`src/rtl/mac_lut_lookup_arbiter_if.sv`:
```
`default_nettype none
// ============================================================================
// Module      : mac_lut_lookup_arbiter_if
// Description : Requester-side and LUT-side bundle for the MAC LUT lookup
//               arbiter. The slave modport is the arbiter's view. The master
//               modport is the surrounding parsers and LUT.
// Revision    : 1.0 - initial release
// ============================================================================
interface mac_lut_lookup_arbiter_if #(
    parameter int NUM_REQ           = 4,
    parameter int NUM_OUTPUT_QUEUES = 8
);
    // requester side
    logic [NUM_REQ-1:0]                   req_valid;
    logic [NUM_REQ*48-1:0]                req_dst_mac;
    logic [NUM_REQ*48-1:0]                req_src_mac;
    logic [NUM_REQ*NUM_OUTPUT_QUEUES-1:0] req_src_port;
    logic [NUM_REQ-1:0]                   req_grant;
    logic [NUM_REQ-1:0]                   resp_valid;
    logic [NUM_OUTPUT_QUEUES-1:0]         resp_dst_ports;
    logic                                 resp_hit;
    logic                                 resp_timeout;
    // LUT side
    logic [47:0]                          lu_dst_mac;
    logic [47:0]                          lu_src_mac;
    logic [NUM_OUTPUT_QUEUES-1:0]         lu_src_port;
    logic                                 lu_req;
    logic [NUM_OUTPUT_QUEUES-1:0]         lu_dst_ports;
    logic                                 lu_done;
    logic                                 lu_hit;
    logic                                 lu_miss;
    // statistics
    logic [31:0]                          stat_lookups;
    logic [31:0]                          stat_hits;
    logic [31:0]                          stat_timeouts;

    modport slave (
        input  req_valid, req_dst_mac, req_src_mac, req_src_port,
        input  lu_dst_ports, lu_done, lu_hit, lu_miss,
        output req_grant, resp_valid, resp_dst_ports, resp_hit, resp_timeout,
        output lu_dst_mac, lu_src_mac, lu_src_port, lu_req,
        output stat_lookups, stat_hits, stat_timeouts
    );

    modport master (
        output req_valid, req_dst_mac, req_src_mac, req_src_port,
        output lu_dst_ports, lu_done, lu_hit, lu_miss,
        input  req_grant, resp_valid, resp_dst_ports, resp_hit, resp_timeout,
        input  lu_dst_mac, lu_src_mac, lu_src_port, lu_req,
        input  stat_lookups, stat_hits, stat_timeouts
    );
endinterface
`default_nettype wire

```
`src/rtl/mac_lut_lookup_arbiter.sv`:
```
`default_nettype none
// ============================================================================
// Module      : mac_lut_lookup_arbiter
// Description : Round-robin sharing of one MAC CAM LUT between NUM_REQ
//               requesters. Each lookup goes through init hold-off, a request
//               pulse, a wait for done with timeout, and a one-hot tagged
//               response. Lookup, hit and timeout counters are kept.
// Revision    : 1.0 - initial release
// ============================================================================
module mac_lut_lookup_arbiter #(
    parameter int                           NUM_REQ                   = 4,
    parameter int                           NUM_OUTPUT_QUEUES         = 8,
    parameter logic [NUM_OUTPUT_QUEUES-1:0] DEFAULT_MISS_OUTPUT_PORTS = 'h55,
    parameter int                           INIT_CYCLES               = 64,
    parameter int                           TIMEOUT_CYCLES            = 16
) (
    input wire logic                clk,
    input wire logic                reset,
    mac_lut_lookup_arbiter_if.slave bus
);
    localparam int          c_IDX_W     = (NUM_REQ > 1) ? $clog2(NUM_REQ) : 1;
    localparam logic [7:0]  c_INIT_LAST = 8'(INIT_CYCLES - 1);
    localparam logic [7:0]  c_TO_LAST   = 8'(TIMEOUT_CYCLES - 1);

    localparam logic [2:0]  c_ST_INIT  = 3'd0;
    localparam logic [2:0]  c_ST_IDLE  = 3'd1;
    localparam logic [2:0]  c_ST_ISSUE = 3'd2;
    localparam logic [2:0]  c_ST_WAIT  = 3'd3;
    localparam logic [2:0]  c_ST_RESP  = 3'd4;

    logic [2:0]                   r_state;
    logic [2:0]                   w_next_state;
    logic [7:0]                   r_init_cnt;
    logic [7:0]                   r_wait_cnt;
    logic [c_IDX_W-1:0]           r_rr_ptr;
    logic [c_IDX_W-1:0]           r_winner;
    logic [c_IDX_W-1:0]           w_cand;
    logic [c_IDX_W-1:0]           w_pick;
    logic                         w_found;
    logic [NUM_REQ-1:0]           w_winner_oh;
    logic [47:0]                  r_lu_dst_mac;
    logic [47:0]                  r_lu_src_mac;
    logic [NUM_OUTPUT_QUEUES-1:0] r_lu_src_port;
    logic [NUM_OUTPUT_QUEUES-1:0] r_resp_dst_ports;
    logic                         r_resp_hit;
    logic                         r_resp_timeout;
    logic [31:0]                  r_stat_lookups;
    logic [31:0]                  r_stat_hits;
    logic [31:0]                  r_stat_timeouts;

    // Rotating priority search: first valid requester at or above r_rr_ptr.
    // NUM_REQ is a power of two, so truncating the sum gives the wrap.
    always_comb begin
        w_found = 1'b0;
        w_pick  = r_rr_ptr;
        w_cand  = r_rr_ptr;
        for (int k = 0; k < NUM_REQ; k++) begin
            w_cand = r_rr_ptr + c_IDX_W'(k);
            if (!w_found && bus.req_valid[w_cand]) begin
                w_found = 1'b1;
                w_pick  = w_cand;
            end
        end
    end

    // State register.
    always_ff @(posedge clk) begin
        if (reset) r_state <= c_ST_INIT;
        else       r_state <= w_next_state;
    end

    // Next-state logic. In WAIT, lu_done has priority over the timeout.
    always_comb begin
        w_next_state = r_state;
        case (r_state)
            c_ST_INIT:  if (r_init_cnt == c_INIT_LAST) w_next_state = c_ST_IDLE;
            c_ST_IDLE:  if (w_found) w_next_state = c_ST_ISSUE;
            c_ST_ISSUE: w_next_state = c_ST_WAIT;
            c_ST_WAIT:  if (bus.lu_done || (r_wait_cnt == c_TO_LAST)) w_next_state = c_ST_RESP;
            c_ST_RESP:  w_next_state = c_ST_IDLE;
            default:    w_next_state = c_ST_INIT;
        endcase
    end

    // Pulse outputs decoded from state. These are zero in INIT, so they clear
    // in the cycle after reset.
    always_comb begin
        w_winner_oh    = {{(NUM_REQ-1){1'b0}}, 1'b1} << r_winner;
        bus.lu_req     = (r_state == c_ST_ISSUE);
        bus.req_grant  = (r_state == c_ST_ISSUE) ? w_winner_oh : '0;
        bus.resp_valid = (r_state == c_ST_RESP)  ? w_winner_oh : '0;
    end

    // Counters, latched lookup and response data, and statistics.
    always_ff @(posedge clk) begin
        if (reset) begin
            r_init_cnt       <= '0;
            r_wait_cnt       <= '0;
            r_rr_ptr         <= '0;
            r_winner         <= '0;
            r_lu_dst_mac     <= '0;
            r_lu_src_mac     <= '0;
            r_lu_src_port    <= '0;
            r_resp_dst_ports <= '0;
            r_resp_hit       <= 1'b0;
            r_resp_timeout   <= 1'b0;
            r_stat_lookups   <= '0;
            r_stat_hits      <= '0;
            r_stat_timeouts  <= '0;
        end else begin
            case (r_state)
                c_ST_INIT: r_init_cnt <= r_init_cnt + 8'd1;
                c_ST_IDLE: begin
                    if (w_found) begin
                        r_winner      <= w_pick;
                        r_lu_dst_mac  <= bus.req_dst_mac[48*w_pick +: 48];
                        r_lu_src_mac  <= bus.req_src_mac[48*w_pick +: 48];
                        r_lu_src_port <= bus.req_src_port[NUM_OUTPUT_QUEUES*w_pick +: NUM_OUTPUT_QUEUES];
                    end
                end
                c_ST_ISSUE: begin
                    r_stat_lookups <= r_stat_lookups + 32'd1;
                    r_wait_cnt     <= '0;
                end
                c_ST_WAIT: begin
                    r_wait_cnt <= r_wait_cnt + 8'd1;
                    if (bus.lu_done) begin
                        // A LUT flagging both hit and miss is treated as a miss.
                        r_resp_dst_ports <= bus.lu_dst_ports;
                        r_resp_hit       <= bus.lu_hit & ~bus.lu_miss;
                        r_resp_timeout   <= 1'b0;
                    end else if (r_wait_cnt == c_TO_LAST) begin
                        // Flood to the default set, never back out the ingress port.
                        r_resp_dst_ports <= DEFAULT_MISS_OUTPUT_PORTS & ~r_lu_src_port;
                        r_resp_hit       <= 1'b0;
                        r_resp_timeout   <= 1'b1;
                    end
                end
                c_ST_RESP: begin
                    r_rr_ptr <= r_winner + c_IDX_W'(1);
                    if (r_resp_hit)     r_stat_hits     <= r_stat_hits + 32'd1;
                    if (r_resp_timeout) r_stat_timeouts <= r_stat_timeouts + 32'd1;
                end
                default: ;
            endcase
        end
    end

    assign bus.lu_dst_mac     = r_lu_dst_mac;
    assign bus.lu_src_mac     = r_lu_src_mac;
    assign bus.lu_src_port    = r_lu_src_port;
    assign bus.resp_dst_ports = r_resp_dst_ports;
    assign bus.resp_hit       = r_resp_hit;
    assign bus.resp_timeout   = r_resp_timeout;
    assign bus.stat_lookups   = r_stat_lookups;
    assign bus.stat_hits      = r_stat_hits;
    assign bus.stat_timeouts  = r_stat_timeouts;

endmodule
`default_nettype wire

```
`src/flat_wrapper.sv`:
```
// flat-port wrapper written by rule: the top's interface ports become plain ports
module mac_lut_lookup_arbiter_flat 
#(
    parameter int                           NUM_REQ                   = 4,
    parameter int                           NUM_OUTPUT_QUEUES         = 8,
    parameter logic [NUM_OUTPUT_QUEUES-1:0] DEFAULT_MISS_OUTPUT_PORTS = 'h55,
    parameter int                           INIT_CYCLES               = 64,
    parameter int                           TIMEOUT_CYCLES            = 16
)
  (clk, reset, bus_req_valid, bus_req_dst_mac, bus_req_src_mac, bus_req_src_port, bus_lu_dst_ports, bus_lu_done, bus_lu_hit, bus_lu_miss, bus_req_grant, bus_resp_valid, bus_resp_dst_ports, bus_resp_hit, bus_resp_timeout, bus_lu_dst_mac, bus_lu_src_mac, bus_lu_src_port, bus_lu_req, bus_stat_lookups, bus_stat_hits, bus_stat_timeouts);
  mac_lut_lookup_arbiter_if #(.NUM_REQ(NUM_REQ), .NUM_OUTPUT_QUEUES(NUM_OUTPUT_QUEUES)) bus_i ();
  input wire logic clk;
  input wire logic reset;
  input wire logic [$bits(bus_i.req_valid)-1:0] bus_req_valid;
  input wire logic [$bits(bus_i.req_dst_mac)-1:0] bus_req_dst_mac;
  input wire logic [$bits(bus_i.req_src_mac)-1:0] bus_req_src_mac;
  input wire logic [$bits(bus_i.req_src_port)-1:0] bus_req_src_port;
  input wire logic [$bits(bus_i.lu_dst_ports)-1:0] bus_lu_dst_ports;
  input wire logic [$bits(bus_i.lu_done)-1:0] bus_lu_done;
  input wire logic [$bits(bus_i.lu_hit)-1:0] bus_lu_hit;
  input wire logic [$bits(bus_i.lu_miss)-1:0] bus_lu_miss;
  output wire logic [$bits(bus_i.req_grant)-1:0] bus_req_grant;
  output wire logic [$bits(bus_i.resp_valid)-1:0] bus_resp_valid;
  output wire logic [$bits(bus_i.resp_dst_ports)-1:0] bus_resp_dst_ports;
  output wire logic [$bits(bus_i.resp_hit)-1:0] bus_resp_hit;
  output wire logic [$bits(bus_i.resp_timeout)-1:0] bus_resp_timeout;
  output wire logic [$bits(bus_i.lu_dst_mac)-1:0] bus_lu_dst_mac;
  output wire logic [$bits(bus_i.lu_src_mac)-1:0] bus_lu_src_mac;
  output wire logic [$bits(bus_i.lu_src_port)-1:0] bus_lu_src_port;
  output wire logic [$bits(bus_i.lu_req)-1:0] bus_lu_req;
  output wire logic [$bits(bus_i.stat_lookups)-1:0] bus_stat_lookups;
  output wire logic [$bits(bus_i.stat_hits)-1:0] bus_stat_hits;
  output wire logic [$bits(bus_i.stat_timeouts)-1:0] bus_stat_timeouts;
  assign bus_i.req_valid = bus_req_valid;
  assign bus_i.req_dst_mac = bus_req_dst_mac;
  assign bus_i.req_src_mac = bus_req_src_mac;
  assign bus_i.req_src_port = bus_req_src_port;
  assign bus_i.lu_dst_ports = bus_lu_dst_ports;
  assign bus_i.lu_done = bus_lu_done;
  assign bus_i.lu_hit = bus_lu_hit;
  assign bus_i.lu_miss = bus_lu_miss;
  assign bus_req_grant = bus_i.req_grant;
  assign bus_resp_valid = bus_i.resp_valid;
  assign bus_resp_dst_ports = bus_i.resp_dst_ports;
  assign bus_resp_hit = bus_i.resp_hit;
  assign bus_resp_timeout = bus_i.resp_timeout;
  assign bus_lu_dst_mac = bus_i.lu_dst_mac;
  assign bus_lu_src_mac = bus_i.lu_src_mac;
  assign bus_lu_src_port = bus_i.lu_src_port;
  assign bus_lu_req = bus_i.lu_req;
  assign bus_stat_lookups = bus_i.stat_lookups;
  assign bus_stat_hits = bus_i.stat_hits;
  assign bus_stat_timeouts = bus_i.stat_timeouts;
  mac_lut_lookup_arbiter #(.NUM_REQ(NUM_REQ), .NUM_OUTPUT_QUEUES(NUM_OUTPUT_QUEUES), .DEFAULT_MISS_OUTPUT_PORTS(DEFAULT_MISS_OUTPUT_PORTS), .INIT_CYCLES(INIT_CYCLES), .TIMEOUT_CYCLES(TIMEOUT_CYCLES)) u_core (.clk(clk), .reset(reset), .bus(bus_i));
endmodule
```
`config.mk`:
```
export PLATFORM = sky130hd
export DESIGN_NAME = mac_lut_lookup_arbiter_flat
export DESIGN_NICKNAME = d
export VERILOG_FILES = /design/src/rtl/mac_lut_lookup_arbiter_if.sv /design/src/rtl/mac_lut_lookup_arbiter.sv /design/src/flat_wrapper.sv
export SDC_FILE = /design/constraint.sdc
export NUM_CORES = 1
export LEC_CHECK = 0
export CAP_MARGIN = 5
export CORE_AREA = 2 2 250 252
export DETAILED_ROUTE_END_ITERATION = 8
export DIE_AREA = 0 0 252 254
export PLACE_DENSITY_LB_ADDON = 0.05
export SLEW_MARGIN = 0
export SYNTH_ARGS = -nofsm -noshare
export SYNTH_HDL_FRONTEND = slang
export SYNTH_SLANG_ARGS = --single-unit
```
`constraint.sdc`:
```
create_clock -name clk -period 2.3 [get_ports clk]
set_clock_uncertainty 0.15 [all_clocks]
set_input_delay 0.345 -clock clk [delete_from_list [all_inputs] [get_ports clk]]
set_output_delay 0.345 -clock clk [all_outputs]
set_load 0.005 [all_outputs]
```
* Yosys cells after proc, flatten, opt, wreduce, memory -nomap -nowiden
Index checks and enable logic that the tools add are counted.
** Word-level totals
- Bits in registers :: 233
- Bits in latches :: 0
- RAM bits :: 0
- Bits in read-only memories :: 0
- Output and inout bits :: 219
- Memories kept :: 0
** Operators by class
- Add/sub/neg operators :: 9
- Multipliers :: 1
- Divide/modulo/power cells :: 0
- $lt $le $gt $ge :: 4
- Equality and inequality tests :: 9
- Shifts and indexed selects :: 4
- Multiplexer cells :: 28
- Bitwise logic cells :: 3
- Reduce and logical (&&, ||, !) cells :: 15
** Operator list (number)
- indexed part select 192 x 9 -> 48 bit :: 2
- adder 32 x 1 -> 32 bit (second input constant) :: 3
- indexed part select 32 x 6 -> 8 bit :: 1
- adder 8 x 1 -> 8 bit (second input constant) :: 2
- 2-to-1 mux 8 bit :: 2
- case mux 8 bit (2 select lines) :: 1
- case mux 3 bit (5 select lines) :: 1
- < comparator 2 x 3 -> 1 bit (second input constant) :: 4
- 2-to-1 mux 1 bit :: 12
- 2-to-1 mux 3 bit :: 3
- binary-select mux 1 bit (select 2 bit) :: 4
- == test 8 x 4 -> 1 bit (second input constant) :: 1
- == test 8 x 6 -> 1 bit (second input constant) :: 1
- 2-to-1 mux 4 bit :: 2
- AND reduction 2 bit :: 4
- inverter 7 bit :: 1
- == test 3 x 2 -> 1 bit (second input constant) :: 2
- 2-to-1 mux 2 bit :: 3
- != test 2 x 1 -> 1 bit (second input constant) :: 3
- adder 2 x 1 -> 2 bit (second input constant) :: 2
- adder 2 bit (second input constant) :: 2
- multiplier 2 x 2 -> 4 bit (first input constant) :: 1
- nonzero test 2 bit :: 2
- << shifter 1 x 2 -> 4 bit (first input constant) :: 1
- 9 further kinds :: 13

* Depth between registers and ports, before layout
- Depth after elaboration :: 14
- Depth in mapped cells :: 8
- Mapped depth without buffers :: 6

* Least setup slack after synthesis
No wires, ideal clock.
- Kind :: register to register
- Start :: register u_core.r_rr_ptr[1]
- End :: register u_core.r_lu_src_mac[35] (netlist: u_core.bus.lu_src_mac[35])
- Data arrival time :: 1.862 ns
- Slack :: 0.150 ns
- Cell stages (with the launch flop) :: 9
- Path buffers :: 3
- Period minus slack after synthesis :: 2.150 ns
- Cells stage by stage :: dfxtp_1 > or3_1 > and4b_1 > or2_1 > buf_2 > buf_6 > buf_2 > mux2i_1 > o221ai_1
** Between the ends
- Word-level cells in the longest chain between the ends :: 14
** RTL lines
- start, declared :: RTL line mac_lut_lookup_arbiter.sv:35 : logic [c_IDX_W-1:0] r_rr_ptr;
- start signal, assigned :: RTL line mac_lut_lookup_arbiter.sv:140 : r_rr_ptr <= r_winner + c_IDX_W'(1);
- parallel branches: the longest is 14 deep, another holds multiplier 2 x 2 -> 4 bit
- end signal, assigned :: RTL line mac_lut_lookup_arbiter.sv:117 : r_lu_src_mac <= bus.req_src_mac[48*w_pick +: 48];
- end, declared :: RTL line mac_lut_lookup_arbiter.sv:42 : logic [47:0] r_lu_src_mac;
Parallel ways; which one is timed is not known. The select of a mux whose other input is x is not followed.
A chain may end at the register's enable or synchronous reset.

* Final worst setup path
- Start :: register u_core.r_rr_ptr[1]
- End :: register u_core.r_lu_src_mac[8] (netlist: u_core.bus.lu_src_mac[8])
Same word-level chain as after synthesis.

==> results.sh <==
export IMPL_wl_per_cell_microns=24.3
export IMPL_synth_fp_nets=1745
export IMPL_power_density_nw_per_um2=500
export IMPL_cts_inserted_buffers=35
export IMPL_drv_cap=0
export IMPL_ys_seq_area_frac=0.396
export IMPL_finalSetupViolations=0
export IMPL_layout_setup_ws_ns=0.0719
export IMPL_worstSkewPairLatency_ns=0.53
export IMPL_ir_drop_v=0.000399
export IMPL_synth_top_area_frac=0.396
export IMPL_synth_edff_count=0
export IMPL_crit_path_start_kind="flop"
export IMPL_gp_congestion=0.862
export IMPL_preCtsSetupSlack_ns=-0.435
export IMPL_core_area_sq_um=61300
export IMPL_hold_viol_final=0
export IMPL_grt_pass1_wl_microns=95800
export IMPL_period_share=0.969
export IMPL_die_h_microns=254
export IMPL_cp_slowest_cell="or3_1"
export IMPL_cellLeakagePower_nw=7.50
export IMPL_drt_iter0_markers=594
export IMPL_drtPass1Iterations=5
export IMPL_synthTopCellsByArea="dfxtp_1 (40%), mux2i_1 (18%), o221ai_1 (7.7%), nand2_1 (4.9%), nor2_1 (4.1%)"
export IMPL_cts_root_buf="clkbuf_16"
export IMPL_async_flop_share=0
export IMPL_overflow=0
export IMPL_hp_start="reset"
export IMPL_cts_sinks=233
export IMPL_relSlewSlack=0.478
export IMPL_viasPerCell=4.52
export IMPL_cts_clk_slew_worst_paths_ns=0.06
export IMPL_cts_tree="built"
export IMPL_cts_max_level=2
export IMPL_hold_path_class="in -> reg"
export IMPL_std_cell_rows=91
export IMPL_post_route_util=0.345
export IMPL_fin_crit_ns=2.23
export IMPL_routed_wl_microns=68800
export IMPL_fmax_mhz=449
export IMPL_io_pins=652
export IMPL_design_area_sq_um=21100
export IMPL_crit_start="u_core.r_rr_ptr[1]$_SDFFE_PP0N_"
export IMPL_die_x_microns=252
export IMPL_synth_flop_cell="dfxtp_1"
export IMPL_syn_area_sq_um=11800
export IMPL_hold_ws_ns=0.172
export IMPL_crit_top_cell="buf_12"
export IMPL_area_delta_synth_final_pct=79.4
export IMPL_grt_max_degree=67
export IMPL_finalNonFillerCells=2832
export IMPL_crit_type="reg -> reg"
export IMPL_clock_path_buffers=3
export IMPL_n_fill_cell=6349
export IMPL_tightestPinTransition_ns=0.783
export IMPL_synth_cell_types=50
export IMPL_via_count=12800
export IMPL_outcome="finished clean"
export IMPL_synth_area_leader_cell="dfxtp_1"
export IMPL_start_util=0.192
export IMPL_port_buffers=651
export IMPL_dp_cells=2762
export IMPL_dpl_hpwl_microns=55800
export IMPL_grt_pass1_vias=13200
export IMPL_syn_inst=1303
export IMPL_cp_num_buf_inv=2
export IMPL_fin_nets=2460
export IMPL_grt_antenna_before_repair=19
export IMPL_ys_ff_latch=233
export IMPL_rsz0062_at_grt="true"
export IMPL_worstPathArrival_ns=2.48
export IMPL_layout_common_cells="clkdlybuf4s50_1 (641), dfxtp_1 (230), mux2i_1 (208)"
export IMPL_die_area_sq_um=64000
export IMPL_cp_required_ns=2.55
export IMPL_crit_family="simple AND/OR/NAND/NOR gates"
export IMPL_r2r_start="u_core.r_rr_ptr[1]$_SDFFE_PP0N_"
export IMPL_postPlaceCellArea_sq_um=19900
export IMPL_layout_commonest_cell="clkdlybuf4s50_1"
export IMPL_post_route_drc_count=0
export IMPL_report_final_slew_viol_count=0
export IMPL_grt_use_total=0.207
export IMPL_ant_nets=0
export IMPL_endpoint_kind="flop"
export IMPL_crit_chain="or3_1 > and4b_1 > or2_4 > buf_12 > buf_12 > mux2i_1 > o221ai_1"
export IMPL_crit_path_max_incr_delay_ns=0.37
export IMPL_avgSynthCellArea_sq_um=9.04
export IMPL_drive_gt1_frac=0.0963
export IMPL_yosysWarnings=0
export IMPL_crit_path_max_fanout=25
[final cells by class]
type / count / area (sq um) / share of cell area
Inverter: 23 / 91.3 / 0.00432
Sequential cell: 233 / 4670 / 0.221
Clock inverter: 9 / 77.6 / 0.00367
Clock buffer: 46 / 957 / 0.0453
Multi-Input combinational cell: 957 / 6680 / 0.316
Timing Repair Buffer: 768 / 7650 / 0.362
Antenna cell: 6 / 15.0 / 0.000710
Tap cell: 790 / 988 / 0.0468
[worst reg2reg max path, cell delays in order (launching register included)]
cell	delay [ns]
dfxtp_1	0.31
or3_1	0.37
and4b_1	0.23
or2_4	0.29
buf_12	0.19
buf_12	0.24
mux2i_1	0.16
o221ai_1	0.15
[state kept, by name, summed over array words and instances (netlist names)]
name,count
u_core.r_init_cnt,8
u_core.bus.lu_src_mac,48
u_core.r_winner,2
u_core.bus.resp_hit,1
u_core.r_rr_ptr,2
u_core.r_state,3
u_core.bus.resp_timeout,1
u_core.r_wait_cnt,8
u_core.bus.resp_dst_ports,8
u_core.bus.lu_dst_mac,48
u_core.bus.lu_src_port,8
u_core.bus.stat_timeouts,32
u_core.bus.stat_lookups,32
u_core.bus.stat_hits,32
[stage by stage]
stage	TNS [ns]	total power [W]
floorplan	0	0.00454
global placement	-36.85	0.00551
detailed placement	-41.17	0.00552
CTS	0	0.0108
global route	-0.0115	0.0110
finish	0	0.0106
[final timing paths]
kind / end / slack, ns / cells past startpoint
min: u_core.r_init_cnt[1]$_SDFFE_PP0N_ / 0.17 / 3
max: u_core.bus.lu_src_mac[8]$_SDFFE_PP0P_ / 0.07 / 7
min reg2reg: u_core.bus.lu_dst_mac[7]$_SDFFE_PP0P_ / 0.31 / 2
max reg2reg: u_core.bus.lu_src_mac[8]$_SDFFE_PP0P_ / 0.07 / 7
[timing repair]
action	in CTS	in global routing
buffers inserted	4	3
hold buffers	0	0
cloned	0	2
gates resized for setup	29	11
endpoints found under the setup margin	9	103
[cells in the mapped netlist (2+ instances only)]
| library cell | number |
|---|---|
| buf_2 | 23 |
| and3_1 | 16 |
| nor2b_1 | 9 |
| o221ai_1 | 103 |
| o211ai_1 | 2 |
| o21a_1 | 4 |
| nor3_1 | 28 |
| mux2i_1 | 211 |
| and4_1 | 13 |
| a211oi_1 | 5 |
| nand2b_1 | 4 |
| nand2_1 | 154 |
| xor2_1 | 33 |
| nor4_1 | 23 |
| inv_1 | 22 |
| nand3_1 | 38 |
| nor2_1 | 130 |
| xnor2_1 | 53 |
| buf_4 | 11 |
| or3_1 | 11 |
| a22oi_1 | 8 |
| nor4bb_1 | 2 |
| clkbuf_1 | 54 |
| a21oi_1 | 23 |
| a31o_2 | 2 |
| nand4_1 | 28 |
| dfxtp_1 | 233 |
| or4_1 | 2 |
| ha_1 | 9 |
| and2_1 | 14 |
| mux2_1 | 4 |
| o21ai_0 | 13 |
[power breakdown]
group	switching [W]	internal, W
Sequential	0.00000435	0.00404
Combinational	0.000483	0.000912
Clock	0.00212	0.00302
[kinds of logic after synthesis]
family,share of synthesized area
flops,0.396
simple gates,0.195
compound gates,0.108
buf+inv,0.0426
fa+ha+maj,0.00956
mux,0.184
xor+xnor,0.0640
[routing by layer]
metal	wire length, microns	up-vias	track usage
met2	35000	406	0.367
li1	-	6172	-
met4	1130	16	0.0455
met3	5160	79	0.0672
met1	27400	6124	0.243
met5	95	-	0
Note: power is estimated with default switching activity, not from simulation.
